### config.mk
export PLATFORM = sky130hd
export DESIGN_NAME = tnn_spike_encoder
export DESIGN_NICKNAME = d
export VERILOG_FILES = /design/src/rtl/tnn_spike_encoder.sv
export SDC_FILE = /design/constraint.sdc
export NUM_CORES = 1
export LEC_CHECK = 0
export CORE_MARGIN = 2
export CORE_UTILIZATION = 59
export CTS_BUF_LIST = sky130_fd_sc_hd__clkbuf_8 sky130_fd_sc_hd__clkbuf_16
export DETAILED_ROUTE_END_ITERATION = 10
export PLACE_DENSITY_LB_ADDON = 0.2
export SLEW_MARGIN = 20
export SYNTH_ARGS = -nofsm -noshare
export SYNTH_HDL_FRONTEND = slang
export SYNTH_SLANG_ARGS = --single-unit
### constraint.sdc
create_clock -name clk -period 3.9 [get_ports clk]
set_input_delay 0.585 -clock clk [delete_from_list [all_inputs] [get_ports clk]]
set_output_delay 0.585 -clock clk [all_outputs]
set_load 0.02 [all_outputs]
### src/rtl/tnn_spike_encoder.sv
// Pixel-to-spike-time encoder for the TNN column: loads a receptive field over valid/ready
// into a load buffer and replays it as a volley while the next field fills.
module tnn_spike_encoder #(
    parameter int unsigned TIME_PERIOD     = 8,
    parameter int unsigned RECEPTIVE_FIELD = 16,
    parameter int unsigned PIX_BITS        = 8,
    parameter int unsigned THRESH          = 32
) (
    input  logic                                                 clk,
    input  logic                                                 rst_l,
    input  logic [PIX_BITS-1:0]                                  pix_data,
    input  logic                                                 pix_valid,
    output logic                                                 pix_ready,
    output logic [$clog2(TIME_PERIOD):0]                         time_val,
    output logic [RECEPTIVE_FIELD*($clog2(TIME_PERIOD)+1)-1:0]   spike_times,
    output logic                                                 volley_start,
    output logic                                                 busy,
    output logic [15:0]                                          volley_count
);

    localparam int unsigned TBITS = $clog2(TIME_PERIOD);
    localparam int unsigned EW    = TBITS + 1;
    localparam int unsigned SW    = RECEPTIVE_FIELD * EW;
    localparam int unsigned CW    = $clog2(RECEPTIVE_FIELD + 1);
    localparam int unsigned PMAX  = (1 << PIX_BITS) - 1;
    localparam logic [EW-1:0] NO_SPIKE = {1'b1, {TBITS{1'b0}}};

    typedef enum logic {IDLE, RUN} state_e;

    state_e         state_q, state_d;
    logic [CW-1:0]  fill_cnt_q, fill_cnt_d;
    logic [SW-1:0]  load_q, load_d;
    logic [SW-1:0]  spike_times_q, spike_times_d;
    logic [EW-1:0]  time_val_q, time_val_d;
    logic           volley_start_q, volley_start_d;
    logic           busy_q, busy_d;
    logic [15:0]    volley_count_q, volley_count_d;
    logic           pix_ready_q, pix_ready_d;

    logic [EW-1:0]  enc_entry;
    int unsigned    enc_prod;
    logic           accept;
    logic           full;
    logic           last;
    logic           swap;

    // Early-is-strong encoding: brighter pixels fire earlier in the gamma cycle.
    always_comb begin
        enc_prod = (PMAX - 32'(pix_data)) * TIME_PERIOD;
        if (32'(pix_data) < THRESH) begin
            enc_entry = NO_SPIKE;
        end else begin
            enc_entry = {1'b0, TBITS'(enc_prod >> PIX_BITS)};
        end
    end

    assign accept = pix_valid && pix_ready_q;
    assign full   = (fill_cnt_q == CW'(RECEPTIVE_FIELD));
    assign last   = (state_q == RUN) && (time_val_q == EW'(TIME_PERIOD - 1));
    assign swap   = full && ((state_q == IDLE) || last);

    always_comb begin
        state_d        = state_q;
        fill_cnt_d     = fill_cnt_q;
        load_d         = load_q;
        spike_times_d  = spike_times_q;
        time_val_d     = time_val_q;
        volley_start_d = 1'b0;
        volley_count_d = volley_count_q;

        for (int unsigned i = 0; i < RECEPTIVE_FIELD; i++) begin
            if (accept && (fill_cnt_q == CW'(i))) begin
                load_d[i*EW +: EW] = enc_entry;
            end
        end
        if (accept) begin
            fill_cnt_d = fill_cnt_q + CW'(1);
        end

        case (state_q)
            IDLE: begin
                time_val_d = '0;
            end
            RUN: begin
                if (last) begin
                    volley_count_d = volley_count_q + 16'd1;
                    state_d        = IDLE;
                    time_val_d     = '0;
                    spike_times_d  = {RECEPTIVE_FIELD{NO_SPIKE}};
                end else begin
                    time_val_d = time_val_q + EW'(1);
                end
            end
            default: state_d = IDLE;
        endcase

        // Swap overrides the end-of-volley return to IDLE for gap-free volleys.
        if (swap) begin
            state_d        = RUN;
            spike_times_d  = load_q;
            fill_cnt_d     = '0;
            time_val_d     = '0;
            volley_start_d = 1'b1;
        end

        busy_d      = (state_d == RUN);
        pix_ready_d = (fill_cnt_d < CW'(RECEPTIVE_FIELD));
    end

    always_ff @(posedge clk or negedge rst_l) begin
        if (!rst_l) begin
            state_q        <= IDLE;
            fill_cnt_q     <= '0;
            load_q         <= {RECEPTIVE_FIELD{NO_SPIKE}};
            spike_times_q  <= {RECEPTIVE_FIELD{NO_SPIKE}};
            time_val_q     <= '0;
            volley_start_q <= 1'b0;
            busy_q         <= 1'b0;
            volley_count_q <= '0;
            pix_ready_q    <= 1'b1;
        end else begin
            state_q        <= state_d;
            fill_cnt_q     <= fill_cnt_d;
            load_q         <= load_d;
            spike_times_q  <= spike_times_d;
            time_val_q     <= time_val_d;
            volley_start_q <= volley_start_d;
            busy_q         <= busy_d;
            volley_count_q <= volley_count_d;
            pix_ready_q    <= pix_ready_d;
        end
    end

    assign pix_ready    = pix_ready_q;
    assign time_val     = time_val_q;
    assign spike_times  = spike_times_q;
    assign volley_start = volley_start_q;
    assign busy         = busy_q;
    assign volley_count = volley_count_q;

endmodule

### After elaboration in Yosys (flattened, before gate mapping)

Index checks and enable logic that the tools add are counted.

| storage, ports and cells | value |
|---|---|
| flip-flop bits (word level) | 156 |
| input bits | 11 |
| output and inout bits | 87 |
| logic and storage cells | 85 |

| operators by class | value |
|---|---|
| $add $sub $neg | 4 |
| magnitude comparators | 2 |
| eq/ne operators | 17 |
| muxes and demuxes | 13 |
| bitwise gates (word level) | 1 |
| reduce and logical (&&, ||, !) cells | 25 |

Operator list:

| kind | count |
|---|---|
| 64-bit two-way mux | 3 |
| 5-bit by 4-bit equality test with 1-bit output (second input constant) | 8 |
| 5-bit by 3-bit equality test with 1-bit output (second input constant) | 4 |
| 1-bit logical AND | 19 |
| 16-bit by 1-bit adder with 16-bit output (second input constant) | 1 |
| 4-bit two-way mux | 3 |
| 5-bit by 2-bit equality test with 1-bit output (second input constant) | 2 |
| 5-bit two-way mux | 2 |
| 8-bit by 6-bit < comparator with 1-bit output (second input constant) | 1 |
| 4-bit case mux with 2 select lines | 1 |
| 8-bit subtractor (first input constant) | 1 |
| 5-bit by 1-bit adder with 5-bit output (second input constant) | 1 |
| 5-bit by 1-bit equality test with 1-bit output (second input constant) | 1 |
| 5-bit equality test (second input constant) | 1 |
| 5-bit zero test | 1 |
| 5-bit < comparator (second input constant) | 1 |
| 4-bit by 1-bit adder with 4-bit output (second input constant) | 1 |
| 4-bit by 3-bit equality test with 1-bit output (second input constant) | 1 |
| 1-bit two-way mux | 4 |
| 2-bit AND reduction | 2 |
| 2-bit nonzero test | 2 |
| 1-bit logical OR | 1 |
| 1-bit NOT | 1 |

### Logic depth before layout (Yosys ltp)

Gate-level depths: netlist of the first run.

| depth | value |
|---|---|
| word-level depth | 6 |
| gate-level depth with buffers | 9 |
| gate-level depth less buffers | 6 |

### Worst setup path after synthesis of the first run

OpenSTA, ideal clock, no wires.

| timing | value |
|---|---|
| path type | flip-flop to flip-flop |
| start point | register time_val_q[0], in the netlist time_val[0] |
| end point | register spike_times_q[0], in the netlist spike_times[0] |
| library setup time | 0.132 ns |
| arrival time | 1.738 ns |
| required time | 3.768 ns |
| slack | 2.029 ns |
| stages on the path, launching flop included | 9 |
| path buffers | 3 |
| period minus slack after synthesis | 1.871 ns |
| cell sequence | dfrtp_1 -> ha_1 -> nand3b_4 -> and2_1 -> clkbuf_1 -> buf_2 -> buf_2 -> a22oi_1 -> o21ai_1 |

| between the ends | value |
|---|---|
| cells in the longest elaborated chain, start to end | 6 |
| elaborated cells between the ends (all ways) | 8 |
| those cells by class | 1 x eq/ne; 1 x mux; 6 x reduce/logical |

RTL lines:

| item | RTL line | RTL |
|---|---|---|
| start, declared | 34 | `logic [EW-1:0] time_val_q, time_val_d;` |
| start signal, assigned | 126 | `time_val_q <= time_val_d;` |
| 4-bit by 3-bit equality test with 1-bit output * | 59 | `assign last = (state_q == RUN) && (time_val_q == EW'(TIME_PERIOD - 1));` |
| 1-bit logical AND * | 59 |  |
| 1-bit logical OR | 60 | `assign swap = full && ((state_q == IDLE) \|\| last);` |
| 1-bit logical AND | 60 |  |
| 2-bit nonzero test (no source line) | n/a |  |
| 2-bit AND reduction (no source line) | n/a |  |
| end signal, assigned | 115 | `spike_times_q <= {RECEPTIVE_FIELD{NO_SPIKE}};` |
| end signal, assigned | 125 | `spike_times_q <= spike_times_d;` |
| end, declared | 33 | `logic [SW-1:0] spike_times_q, spike_times_d;` |

Mark *: on every way between the ends. The rest lies on a longest branch, timed or not.
A chain may end at the register's enable or synchronous reset.

### Final worst setup path of the first run

| timing | value |
|---|---|
| start point | register fill_cnt_q[0] |
| end point | register spike_times_q[45], in the netlist spike_times[45] |

| between the ends | value |
|---|---|
| cells in the longest elaborated chain, start to end | 4 |
| elaborated cells between the ends (all ways) | 6 |
| those cells by class | 1 x eq/ne; 1 x mux; 4 x reduce/logical |

RTL lines:

| item | RTL line | RTL |
|---|---|---|
| start, declared | 31 | `logic [CW-1:0] fill_cnt_q, fill_cnt_d;` |
| start signal, assigned | 123 | `fill_cnt_q <= fill_cnt_d;` |
| 5-bit equality test * | 58 | `assign full = (fill_cnt_q == CW'(RECEPTIVE_FIELD));` |
| 1-bit logical AND * | 60 |  |
| 2-bit nonzero test (no source line) | n/a |  |
| 2-bit AND reduction (no source line) | n/a |  |

Marked as above.

==> results.json, run 1 <==
{
  "powerDensity_nw_per_um2": 714,
  "grt_pass1_wl_um": 26800,
  "crit_arrival_ps": 2850,
  "cts_resized": 0,
  "maxCapViolCount": 0,
  "synthFlopType": "dfrtp_1",
  "final-hold-violation-count": 0,
  "start_util_pct": 60.7,
  "yosysSeqAreaShare_pct": 56.4,
  "status": "finished, violations left",
  "synth_area_um2": 7000,
  "holdCritPathClass": "in -> async",
  "vias_per_cell": 6.20,
  "cts_setup_buffers": 0,
  "synth_cells": 585,
  "cellLeakagePower_nw": 4.04,
  "worst_slack_ps": 1370,
  "ant_nets": 0,
  "p_total_mw": 6.19,
  "cts_buffers": 17,
  "cp-start-kind": "register",
  "fillers": 734,
  "cp_data_required_time_ps": 4220,
  "cp_slowest_cell": "nor2_4",
  "final_common_cell": "dfrtp_1",
  "async_flop_share_pct": 100,
  "insertion_delay_ps": 430,
  "skew_ps": 5.67,
  "cts-root-buf": "clkbuf_16",
  "ctsLongestPathBuffers": 2,
  "ir_worst_vdd_mv": 0.470,
  "crit_family": "simple AND/OR/NAND/NOR gates",
  "post_drt_wl_per_cell_um": 19.6,
  "cp-end-kind": "register",
  "vias": 5112,
  "routed_wl_um": 16100,
  "max_slew_margin_pct": 31.4,
  "numPortBuffers": 92,
  "r2r_start": "fill_cnt_q[0]",
  "critPathMaxFanout": 25,
  "max_stage_delay_ps": 730,
  "h-tree-depth": 4,
  "syn_to_final_growth_pct": 23.8,
  "die_width_um": 113,
  "die_area_um2": 12700,
  "crit_start": "fill_cnt_q[0]",
  "layout-drive-gt1-share_pct": 20.7,
  "worstSetupPathType": "reg -> reg",
  "firstDrtPassIters": 8,
  "std_cell_rows": 39,
  "layout.cells.non_filler": 824,
  "syn_avg_cell_area_um2": 12.0,
  "cts.clk_slew.worst_paths_ps": 60,
  "fp.dieH_um": 113,
  "fin_tns_setup_ps": 0,
  "rsz0062_at_grt": "false",
  "final_cell_mix": "123 x dfrtp_1, 91 x clkdlybuf4s50_1, 65 x mux2_2",
  "yosysUniqueCellTypes": 36,
  "grt_pass1_vias": 5243,
  "yosys_register_bits": 156,
  "maxSlewViolCount": 0,
  "cts_tree": "built",
  "cp_num_buf_inv": 2,
  "final_nets": 686,
  "gp_congestion": 0.860,
  "hold_buffers": 0,
  "finalCriticalPeriod_ps": 2530,
  "antenna_found_initial": 0,
  "io_pins": 98,
  "grt_max_degree": 95,
  "fin_crit_sh_pct": 64.9,
  "grt_usage_pct": 26.9,
  "worstMarginPinSlew_ps": 1030,
  "ys_warn_count": 0,
  "pre_cts_ws_ps": 1190,
  "first_iter_violations": 402,
  "cts_sinks": 156,
  "antenna_cells": 0,
  "overflow": 0,
  "finalInstanceArea_um2": 8660,
  "violations": "design-rule violations",
  "fmax_mhz": 395,
  "placed_area_um2": 8020,
  "core_um2": 11500,
  "dp_hpwl_um": 9960,
  "dpl.cell_count": 791,
  "synth_edf_count": 0,
  "setup_violations": 0,
  "worstPathCellList": "inv_1 > ha_1 > nand4bb_4 > nor2_4 > buf_16 > a22oi_1 > o21ai_0",
  "drc": 5,
  "syn_nets": 603
}
==> per-layer routing <==
metal | vias to the layer above | part of all wire (%) | global-route usage, %
met5 | - | 0 | 0
met1 | 2597 | 43 | 35.3
li1 | 2298 | - | -
met3 | 30 | 5.1 | 5.25
met2 | 187 | 50 | 44.9
met4 | 0 | 2.1 | 10.3
==> state kept, by name (all words and copies together), names as in the netlist <==
register and count:
time_val 4, busy 1, spike_times 64, fill_cnt_q 5
volley_count 16, load_q 64, pix_ready 1, volley_start 1
==> area by class of cell <==
type                            count  area (um^2)  share of cell area, %
Inverter                            7         26.3                  0.303
Clock inverter                      7         30.0                  0.347
Timing Repair Buffer              102         1030                   11.9
Tap cell                          143          179                   2.07
Sequential cell                   156         3950                   45.6
Multi-Input combinational cell    384         2870                   33.1
Clock buffer                       25          581                   6.70
==> power by group <==
| group | switching, mW | internal, mW | total (mW) | leakage [nW] |
|---|---|---|---|---|
| registers | 0.392 | 2.11 | 2.50 | 2.02 |
| clock network | 0.632 | 1.02 | 1.65 | 0.321 |
| logic | 1.11 | 0.916 | 2.03 | 1.70 |
==> worst reg2reg max path, delay by kind of cell, from the launching register on <==
kind | cells | cell delay, ps
compound gates | 2 | 220
fa+ha+maj | 1 | 260
buf+inv | 2 | 350
flops | 1 | 430
simple gates | 2 | 1160
==> Yosys cell counts (13+ instances only) <==
master,instances,area share [%]
dfrtp_1,123,44
mux2_2,65,10
mux2i_1,49,7.0
a22oi_1,48,5.2
nand2_1,47,2.5
dfstp_2,33,12
nor2_1,30,1.6
o21ai_0,28,2.0
clkbuf_1,20,1.1
o21ai_1,20,1.4
a31oi_1,16,1.4
o22ai_1,16,1.4
buf_2,13,0.93
==> through the flow <==
step / hold slack, ps / utilization [%]
finish: 252 / 75.2
global placement: 461 / 69.7
detailed placement: 475 / 69.7
CTS: 282 / 75.0
global route: 320 / 75.2
floorplan: 289 / -
==> kinds of logic (layout without fill, tap and decap cells) <==
kind of cell / count (synthesis) / in the layout / share of synthesized area [%]
buf+inv: 45 / 141 / 2.92
simple gates: 113 / 113 / 7.83
xor+xnor: 19 / 19 / 2.38
compound gates: 131 / 131 / 11.8
fa+ha+maj: 7 / 7 / 1.25
mux: 114 / 114 / 17.5
flops: 156 / 156 / 56.4
==> path summary, 6_finish.rpt <==
kind / endpoint / slack [ps] / depth (start not counted)
worst max-delay path: spike_times[45] / 1370 / 7
worst min-delay path: volley_count[14] / 250 / 1
worst max register to register: spike_times[45] / 1370 / 7
worst min register to register: volley_count[15] / 480 / 1
max in group asynchronous: spike_times[63] / 2770 / 2
min in group clk: volley_count[15] / 480 / 1
Note: power is estimated with default switching activity, not from simulation.
==> run 2, diff against run 1 <==
--- a/config.mk
+++ b/config.mk
@@ -6,7 +6,7 @@
 export NUM_CORES = 1
 export LEC_CHECK = 0
 export CORE_MARGIN = 2
-export CORE_UTILIZATION = 59
+export CORE_UTILIZATION = 49
 export CTS_BUF_LIST = sky130_fd_sc_hd__clkbuf_8 sky130_fd_sc_hd__clkbuf_16
 export DETAILED_ROUTE_END_ITERATION = 10
 export PLACE_DENSITY_LB_ADDON = 0.2
==> constraint.sdc (replaced) <==
create_clock -name clk -period 2.1 [get_ports clk]
set_input_delay 0.315 -clock clk [delete_from_list [all_inputs] [get_ports clk]]
set_output_delay 0.315 -clock clk [all_outputs]
set_load 0.02 [all_outputs]
==> results.json, run 2 (synthesized netlist as in run 1, its figures left out) <==
{
  "top_layer_used": "met4",
  "ff2ff_setup_slack_ps": 220,
  "cellLeakagePower_nw": 4.13,
  "die_area_um2": 15200,
  "drc": 0,
  "cp_data_required_time_ps": 1780,
  "fin_util_pct": 63.4,
  "std_cell_rows": 43,
  "post_drt_wl_per_cell_um": 18.3,
  "grt_pass1_vias": 5190,
  "layout.cells.non_filler": 881,
  "cts-root-buf": "clkbuf_16",
  "overflow": 0,
  "fp.dieH_um": 123,
  "grt_usage_pct": 22.5,
  "met2_length_um": 8260,
  "io_pins": 98,
  "syn_to_final_growth_pct": 26.2,
  "antenna_found_initial": 0,
  "worstPathCellList": "clkdlybuf4s50_1",
  "fin_crit_sh_pct": 90.9,
  "worst_hold_startpoint": "volley_count[15]",
  "critPathMaxFanout": 8,
  "die_width_um": 123,
  "firstDrtPassIters": 6,
  "insertion_delay_ps": 420,
  "ir_worst_vdd_mv": 0.638,
  "final_cell_mix": "123 x dfrtp_1, 91 x clkdlybuf4s50_1, 65 x mux2_2",
  "first_iter_violations": 461,
  "cp-end-kind": "output port",
  "fillers": 1083,
  "maxCapViolCount": 0,
  "hold_depth": 1,
  "rsz0062_at_grt": "false",
  "fin_tns_setup_ps": 0,
  "maxSlewViolCount": 0,
  "skew_ps": 8.70,
  "crit_start": "busy",
  "regArea_um2": 3950,
  "worstSetupPathType": "reg -> out",
  "final_nets": 706,
  "cts_buffers": 17,
  "wl_met3_um": 685,
  "layout-drive-gt1-share_pct": 23.0,
  "met1Wirelength_um": 7070,
  "ctsLongestPathBuffers": 2,
  "antenna_cells": 0,
  "routed_wl_um": 16100,
  "cts_tree": "built",
  "cts.clk_slew.worst_paths_ps": 60,
  "dp_hpwl_um": 10700,
  "powerDensity_nw_per_um2": 1290,
  "final-hold-violation-count": 0,
  "status": "completed",
  "cts_sinks": 156,
  "h-tree-depth": 4,
  "vias": 5111,
  "max_slew_margin_pct": 60.8,
  "r2r_start": "fill_cnt_q[0]",
  "dpl.cell_count": 848,
  "worstMarginPinSlew_ps": 587,
  "p_total_mw": 11.4,
  "cp_num_buf_inv": 1,
  "grt_pass1_wl_um": 26300,
  "grt_max_degree": 87,
  "crit_arrival_ps": 1590,
  "cp_slowest_cell": "clkdlybuf4s50_1",
  "setup_violations": 0,
  "vias_per_cell": 5.80,
  "ff2ff_path_depth": 5,
  "cp-start-kind": "register",
  "core_um2": 13900,
  "final_common_cell": "dfrtp_1",
  "cts_setup_buffers": 0,
  "finalCriticalPeriod_ps": 1910,
  "gp_congestion": 0.825,
  "fmax_mhz": 524,
  "numPortBuffers": 92,
  "whs_endpoint": "volley_count[15]",
  "holdCritPathClass": "reg -> reg",
  "r2r-end": "time_val[1]",
  "start_util_pct": 50.2,
  "max_stage_delay_ps": 670,
  "crit_family": "buffers and inverters",
  "ant_nets": 0,
  "multi_input_area_um2": 2870
}
run 2: changes by cell type in the layout (fill, tap and decap cells not counted), moves of 2 or more:
| cell | previous run | this run |
|---|---|---|
| clkbuf_16 | 21 | 17 |
| bufinv_16 | 0 | 2 |
| buf_4 | 8 | 26 |
| buf_12 | 1 | 3 |
| clkinv_2 | 3 | 5 |
run 2: report_power, final:
| part | internal [mW] | total, mW | switching, mW | leakage (nW) |
|---|---|---|---|---|
| registers | 3.91 | 4.63 | 0.712 | 2.02 |
| clock network | 1.82 | 2.97 | 1.15 | 0.304 |
| logic | 1.77 | 3.79 | 2.03 | 1.81 |
| total | 7.50 | 11.4 | 3.89 | 4.13 |
run 2: final cells by class:
type,count,area share [%]
sequential,156,44.7
multi-input combinational,384,32.5
clock buffer,20,5.29
clock inverter,12,1.23
timing repair buffer,122,13.4
inverter,7,0.298
tap,180,2.55
run 2: routing by layer:
metal / vias up / GRT usage (%)
met5: - / 0
met4: 0 / 5.40
met3: 8 / 4.66
met2: 132 / 37.9
met1: 2637 / 30.0
li1: 2334 / -
run 2: stage by stage:
| step | area, um^2 | hold WS [ps] | setup slack, ps |
|---|---|---|---|
| finish | 8830 | 464 | 190 |
| global route | 8830 | 507 | 82.1 |
| CTS | 8830 | 473 | 122 |
| detailed placement | 8240 | 357 | 107 |
| global placement | 8240 | 352 | 127 |
| floorplan | 7000 | 19.4 | 229 |
run 2: worst max-delay path by stage:
stage / to / depth (start not counted)
floorplan: spike_times[0] / 8
global placement: load_q[28] / 5
detailed placement: load_q[50] / 5
CTS: spike_times[3] / 6
global route: spike_times[3] / 6
finish: busy / 1
run 2: worst register-to-register path, cell delays in order (launching register included):
cell,delay [ps]
dfrtp_1,430
inv_1,110
ha_1,270
nand4bb_4,210
or2_2,500
and3_1,250
run 2: repair_timing:
item	in CTS	in global routing
resized for setup	0	1
setup endpoints to repair	0	4
endpoints found under the hold margin	123	0
hold buffers	1	0
